==> src/rtl/lamp_mode_ctrl.sv <==
// rtl/lamp_mode_ctrl.sv - button debounce, mode arbitration and scan/frame sequencing for the lamp matrix
//
// Purpose
//    Sequencer for the 16x16 dot-matrix turn/brake lamp. The three raw buttons
//    are synchronised and debounced. They are then arbitrated into one display
//    mode, with brake taking priority. The block also produces the free-running
//    column scan index and the per-mode animation frame index. Everything runs
//    on clk, so there is no slow clock domain.
//
// Parameters
//    SCAN_DIV   clk cycles per column step (>=2)
//    FRAME_DIV  clk cycles per animation frame (>=2)
//    DB_CYCLES  consecutive stable cycles before a button change is accepted (>=1)
//    NFRAMES    animation frames per cycle, 1..4
//
// Ports
//    clk        in   1   system clock
//    rst        in   1   synchronous active-high reset
//    btn_left   in   1   raw left-turn button, asynchronous
//    btn_right  in   1   raw right-turn button, asynchronous
//    btn_brake  in   1   raw brake button, asynchronous
//    col        out  4   column index to the scanner, 0..15
//    col_en     out  1   single-cycle pulse in the cycle col advances
//    frame      out  2   animation frame index, 0..NFRAMES-1
//    mode       out  2/3 0=IDLE 1=LEFT 2=RIGHT 3=BRAKE (4=HAZARD when enabled)
//    stop       out  1   mode is BRAKE
//    left       out  1   mode is LEFT
//
// Build option
//    LAMP_HAZARD_EN  adds a HAZARD state (mode becomes 3 bits, 4=HAZARD).
//                    Both turn buttons held without brake select HAZARD, which
//                    animates like a turn state. Brake still overrides it.

module lamp_mode_ctrl #(
   parameter int SCAN_DIV  = 3125,
   parameter int FRAME_DIV = 50000000,
   parameter int DB_CYCLES = 500000,
   parameter int NFRAMES   = 2
) (
   input  logic       clk,
   input  logic       rst,
   input  logic       btn_left,
   input  logic       btn_right,
   input  logic       btn_brake,
   output logic [3:0] col,
   output logic       col_en,
   output logic [1:0] frame,
`ifdef LAMP_HAZARD_EN
   output logic [2:0] mode,
`else
   output logic [1:0] mode,
`endif
   output logic       stop,
   output logic       left
);

   // ------------------------------------------------------------------
   // Counter widths and terminal values
   // ------------------------------------------------------------------
   localparam int SCAN_W  = $clog2(SCAN_DIV);
   localparam int FRAME_W = $clog2(FRAME_DIV);
   localparam int DB_W    = (DB_CYCLES > 1) ? $clog2(DB_CYCLES) : 1;

   localparam logic [SCAN_W-1:0]  SCAN_LAST  = SCAN_W'(SCAN_DIV - 1);
   localparam logic [FRAME_W-1:0] FRAME_LAST = FRAME_W'(FRAME_DIV - 1);
   localparam logic [DB_W-1:0]    DB_LAST    = DB_W'(DB_CYCLES - 1);
   localparam logic [1:0]         FRAME_TOP  = 2'(NFRAMES - 1);

   // ------------------------------------------------------------------
   // State encoding; the state register value is the mode output
   // ------------------------------------------------------------------
`ifdef LAMP_HAZARD_EN
   localparam int ST_W = 3;
`else
   localparam int ST_W = 2;
`endif
   localparam logic [ST_W-1:0] ST_IDLE   = ST_W'(0);
   localparam logic [ST_W-1:0] ST_LEFT   = ST_W'(1);
   localparam logic [ST_W-1:0] ST_RIGHT  = ST_W'(2);
   localparam logic [ST_W-1:0] ST_BRAKE  = ST_W'(3);
`ifdef LAMP_HAZARD_EN
   localparam logic [ST_W-1:0] ST_HAZARD = ST_W'(4);
`endif

   // ------------------------------------------------------------------
   // Input synchronisers (bit 0 = left, 1 = right, 2 = brake)
   // ------------------------------------------------------------------
   logic [2:0] btn_raw;
   logic [2:0] sync1_q;
   logic [2:0] sync2_q;
   logic [2:0] deb;

   assign btn_raw = {btn_brake, btn_right, btn_left};

   always_ff @(posedge clk) begin
      if (rst) begin
         sync1_q <= '0;
         sync2_q <= '0;
      end else begin
         sync1_q <= btn_raw;
         sync2_q <= sync1_q;
      end
   end

   // ------------------------------------------------------------------
   // Debouncers: the counter tracks consecutive cycles where the synced
   // input disagrees with the accepted value. Agreement (a bounce back)
   // clears it. On the DB_CYCLES-th disagreeing cycle the new value is
   // taken and the count starts over.
   // ------------------------------------------------------------------
   for (genvar b = 0; b < 3; b++) begin : g_db
      logic [DB_W-1:0] cnt_q;
      logic [DB_W-1:0] cnt_d;
      logic            deb_q;
      logic            deb_d;

      always_comb begin
         cnt_d = '0;
         deb_d = deb_q;
         if (sync2_q[b] != deb_q) begin
            if (cnt_q == DB_LAST) begin
               deb_d = sync2_q[b];
            end else begin
               cnt_d = cnt_q + DB_W'(1);
            end
         end
      end

      always_ff @(posedge clk) begin
         if (rst) begin
            cnt_q <= '0;
            deb_q <= 1'b0;
         end else begin
            cnt_q <= cnt_d;
            deb_q <= deb_d;
         end
      end

      assign deb[b] = deb_q;
   end

   // ------------------------------------------------------------------
   // Mode arbitration
   // ------------------------------------------------------------------
   logic            dl;
   logic            dr;
   logic            db;
   logic [ST_W-1:0] state_q;
   logic [ST_W-1:0] state_d;
   logic            animate_d;
   logic            mode_change;

   assign dl = deb[0];
   assign dr = deb[1];
   assign db = deb[2];

   always_comb begin
      state_d = ST_IDLE;
      if (db) begin
         state_d = ST_BRAKE;
      end else if (dl && !dr) begin
         state_d = ST_LEFT;
      end else if (!dl && dr) begin
         state_d = ST_RIGHT;
`ifdef LAMP_HAZARD_EN
      end else if (dl && dr) begin
         state_d = ST_HAZARD;
`endif
      end else begin
         state_d = ST_IDLE;
      end
   end

   // Animating states run the frame divider. IDLE and BRAKE hold it cleared.
`ifdef LAMP_HAZARD_EN
   assign animate_d = (state_d == ST_LEFT) || (state_d == ST_RIGHT) ||
                      (state_d == ST_HAZARD);
`else
   assign animate_d = (state_d == ST_LEFT) || (state_d == ST_RIGHT);
`endif

   assign mode_change = (state_d != state_q);

   // stop/left come from the next state so they change on the same edge as mode.
   logic stop_q;
   logic left_q;

   always_ff @(posedge clk) begin
      if (rst) begin
         state_q <= ST_IDLE;
         stop_q  <= 1'b0;
         left_q  <= 1'b0;
      end else begin
         state_q <= state_d;
         stop_q  <= (state_d == ST_BRAKE);
         left_q  <= (state_d == ST_LEFT);
      end
   end

   // ------------------------------------------------------------------
   // Frame sequencing. A mode change clears the divider and frame on that
   // same edge, even if a frame tick was due, so the first frame of the new
   // mode lasts the full FRAME_DIV cycles.
   // ------------------------------------------------------------------
   logic [FRAME_W-1:0] fdiv_q;
   logic [FRAME_W-1:0] fdiv_d;
   logic [1:0]         frame_q;
   logic [1:0]         frame_d;

   always_comb begin
      fdiv_d  = '0;
      frame_d = '0;
      if (!mode_change && animate_d) begin
         if (fdiv_q == FRAME_LAST) begin
            fdiv_d  = '0;
            frame_d = (frame_q == FRAME_TOP) ? 2'd0 : frame_q + 2'd1;
         end else begin
            fdiv_d  = fdiv_q + FRAME_W'(1);
            frame_d = frame_q;
         end
      end
   end

   always_ff @(posedge clk) begin
      if (rst) begin
         fdiv_q  <= '0;
         frame_q <= '0;
      end else begin
         fdiv_q  <= fdiv_d;
         frame_q <= frame_d;
      end
   end

   // ------------------------------------------------------------------
   // Column scan. This runs free in every mode. col_en is registered with
   // col, so the pulse lines up with the new column value.
   // ------------------------------------------------------------------
   logic [SCAN_W-1:0] scan_q;
   logic [SCAN_W-1:0] scan_d;
   logic [3:0]        col_q;
   logic [3:0]        col_d;
   logic              col_en_q;
   logic              col_en_d;

   always_comb begin
      scan_d   = scan_q + SCAN_W'(1);
      col_d    = col_q;
      col_en_d = 1'b0;
      if (scan_q == SCAN_LAST) begin
         scan_d   = '0;
         col_d    = col_q + 4'd1;
         col_en_d = 1'b1;
      end
   end

   always_ff @(posedge clk) begin
      if (rst) begin
         scan_q   <= '0;
         col_q    <= '0;
         col_en_q <= 1'b0;
      end else begin
         scan_q   <= scan_d;
         col_q    <= col_d;
         col_en_q <= col_en_d;
      end
   end

   // ------------------------------------------------------------------
   // Outputs
   // ------------------------------------------------------------------
   assign col    = col_q;
   assign col_en = col_en_q;
   assign frame  = frame_q;
   assign mode   = state_q;
   assign stop   = stop_q;
   assign left   = left_q;

endmodule

==> config.mk <==
export PLATFORM = sky130hd
export DESIGN_NAME = lamp_mode_ctrl
export DESIGN_NICKNAME = d
export VERILOG_FILES = /design/src/rtl/lamp_mode_ctrl.sv
export SDC_FILE = /design/constraint.sdc
export NUM_CORES = 1
export LEC_CHECK = 0
export BUFFER_PORTS_ARGS = -buffer_cell sky130_fd_sc_hd__buf_2
export CORE_MARGIN = 4
export CORE_UTILIZATION = 61
export CTS_CLUSTER_DIAMETER = 50
export DETAILED_ROUTE_END_ITERATION = 8
export PLACE_DENSITY = 0.85
export SYNTH_ARGS = -nofsm -noshare
export SYNTH_HDL_FRONTEND = slang
export SYNTH_SLANG_ARGS = --single-unit
==> constraint.sdc <==
create_clock -name clk -period 2.6 [get_ports clk]
set_input_delay 0.26 -clock clk [delete_from_list [all_inputs] [get_ports clk]]
set_output_delay 0.26 -clock clk [all_outputs]
set_load 0.02 [all_outputs]
==> flow_summary.toml <==
[status]
status = "finished clean"

[layout]
diodes = 0
fill_cells = 549
multiInputGateArea_mm2 = 0.00261
seq_area_mm2 = 0.00230
final_nets = 610
final_common_cell = "dfxtp_1"
layout-drive-gt1-share_pct = 10.7
utilization_pct = 74.5
layout_common_cells = "115 x dfxtp_1, 70 x nor2_1, 38 x xnor2_1"
syn_to_final_growth_pct = 16.0

[timing]
slew_viol_final = 0
final-hold-violation-count = 0
slew_headroom_pct = 33.8
fin_crit_ns = 2.25
rsz0062_at_grt = "no"
fin_skew_ns = 0.00957
hold_ws_ns = 0.161
setup_viol = 0
fmax_ghz = 0.444
tns_ns = 0
tightest_slew_ns = 0.993
fin_crit_sh_pct = 86.6

[synth]
synth_edf_count = 0
synth_nets = 583
synth.avg_cell_area_um2 = 8.88
seq_area_frac_synth_pct = 45.5
synthFlopType = "dfxtp_1"
synth-async-reset-ratio_pct = 0
synth_cells = 570
yosysTopAreaCellShare_pct = 45.5
synthTopCellsByArea = "dfxtp_1 45%, xnor2_1 6.6%, nor2_1 5.2%"
synth_cell_type_count = 38
yosysWarnings = 0
yosys.area.top_type = "dfxtp_1"
synth_area_mm2 = 0.00506
ys_ff_latch = 115

[setup_path]
path_max_fanout = 13
startpoint_type = "flip-flop"
cp_top_family = "simple AND/OR/NAND/NOR gates"
critPathArrivalTime_ns = 2.68
cp.buffers_inverters = 0
cp-end-kind = "flip-flop"
cp_slowest_cell = "or4_1"
critical_path_class = "reg2reg"
crit_required_ns = 3.02
ff2ff_setup_slack_ns = 0.35
slowest_delay_ns = 0.61
path_cells = "ha_1 -> and3_1 -> nand4_1 -> or4_1 -> a211oi_1"

[clock_network]
worst_skew_pair.late_latency_ns = 0.52
htree_num_levels = 4
cts_resized = 0
tritoncts = "yes"
clockBufferDepth = 2
clock_sinks = 115
cts-root-buf = "clkbuf_8"
cts_buffers = 17
clk_pin_slew_ns = 0.06

[job]
max-cap-violations = 0

[floorplanning]
ios = 16
die_width_um = 99.1
core.rowCount = 32
core_mm2 = 0.00789
fp.dieH_um = 99.1
die_area_mm2 = 0.00982
initial_utilization_pct = 64.2

[global_routing]
grt_overflow = 0
grt_max_degree = 29
grtUsageTotal_pct = 22.6
antenna_found_initial = 0
grt_pass1_wl_mm = 18.2
first_global_vias = 4050

[power_and_ir_drop]
vdd_ir_drop_max_mv = 0.450
leakagePower_nw = 1.89
fin_total_pwr_mw = 4.08
cellPowerDensity_mw_per_mm2 = 694

[detailed_routing]
drtIter0Drc = 185
via_count = 4176
totalWireLength_mm = 10.5
viasPerCell = 5.87
route.detailed.drc = 0
dr.pass1.iters = 4
wl_per_cell_um = 14.7
postRouteAntennaNets = 0

[placement]
port_buffers = 15
gp_congestion = 0.850
place_hpwl_mm = 6.35

[hold_path]
min_path_type = "in2reg"
[state kept, by name, indices dropped and copies added, names as in the netlist]
register    count
db              1
stop            1
g_db.cnt_q     57
dr              1
dl              1
col             4
sync2_q         3
mode            2
frame           2
scan_q         12
sync1_q         3
col_en          1
left            1
fdiv_q         26
[tightest hold or removal path, cell delays in order]
cell and delay (ns):
buf_2 0.09, buf_4 0.22, a21oi_1 0.05
[where the power goes]
part / internal, mW / switching, mW
Combinational: 0.0189 / 0.0240
Sequential: 1.77 / 0.00767
Clock: 1.44 / 0.817
Total: 3.23 / 0.849
[routing by layer]
layer / global-route usage (%) / part of all wire (%)
met5: 0 / 0
met4: 9.03 / 1.6
met3: 6.16 / 3.4
met2: 38.5 / 51
met1: 27.0 / 44
[kinds of logic after synthesis]
group,share of synthesized area (%)
AO/OA/AOI/OAI,8.85
adder cells (fa/ha/maj),1.98
flip-flops,45.5
XOR/XNOR,11.1
AND/OR/NAND/NOR,29.5
buffers and inverters,3.14
[cells in the mapped netlist (all sizes together), types with 12 or more instances]
cell type / instances
or3: 22
nand2: 26
o21ai: 16
nand4: 18
nor4: 12
or4: 18
nor2: 70
clkbuf: 13
nand3: 38
dfxtp: 115
nor3: 16
inv: 24
xor2: 26
a21oi: 19
xnor2: 38
a211oi: 14
o31ai: 17
[worst paths after layout]
kind             start  cells past startpoint          to
max          fdiv_q[0]                      5  fdiv_q[24]
min                rst                      3          db
max reg2reg  fdiv_q[0]                      5  fdiv_q[24]
min reg2reg   frame[1]                      2    frame[1]
[layout make-up]
| cell class | count | share of cell area (%) |
|---|---|---|
| clock inverters | 12 | 2.24 |
| inverters | 24 | 1.53 |
| repair buffers | 25 | 2.68 |
| well taps | 102 | 2.17 |
| clock buffers | 20 | 7.75 |
| flip-flops and latches | 115 | 39.2 |
| multi-input cells | 414 | 44.4 |
[per-stage QoR]
| stage | setup WS (ns) | instances | cell area (um^2) |
|---|---|---|---|
| 2_1_floorplan | 0.632 | 570 | 5060 |
| 3_3_place_gp | 0.477 | 677 | 5260 |
| 3_5_place_dp | 0.353 | 677 | 5260 |
| 4_1_cts | 0.349 | 712 | 5870 |
| 5_1_grt | 0.150 | 712 | 5870 |
| 6_report | 0.347 | 712 | 5870 |
[timing repair]
action / CTS / global route
hold buffers: 3 / 0
setup buffers: 0 / 0
hold endpoints to repair: 3 / 0
No activity file was read; power rests on OpenSTA's default activity.
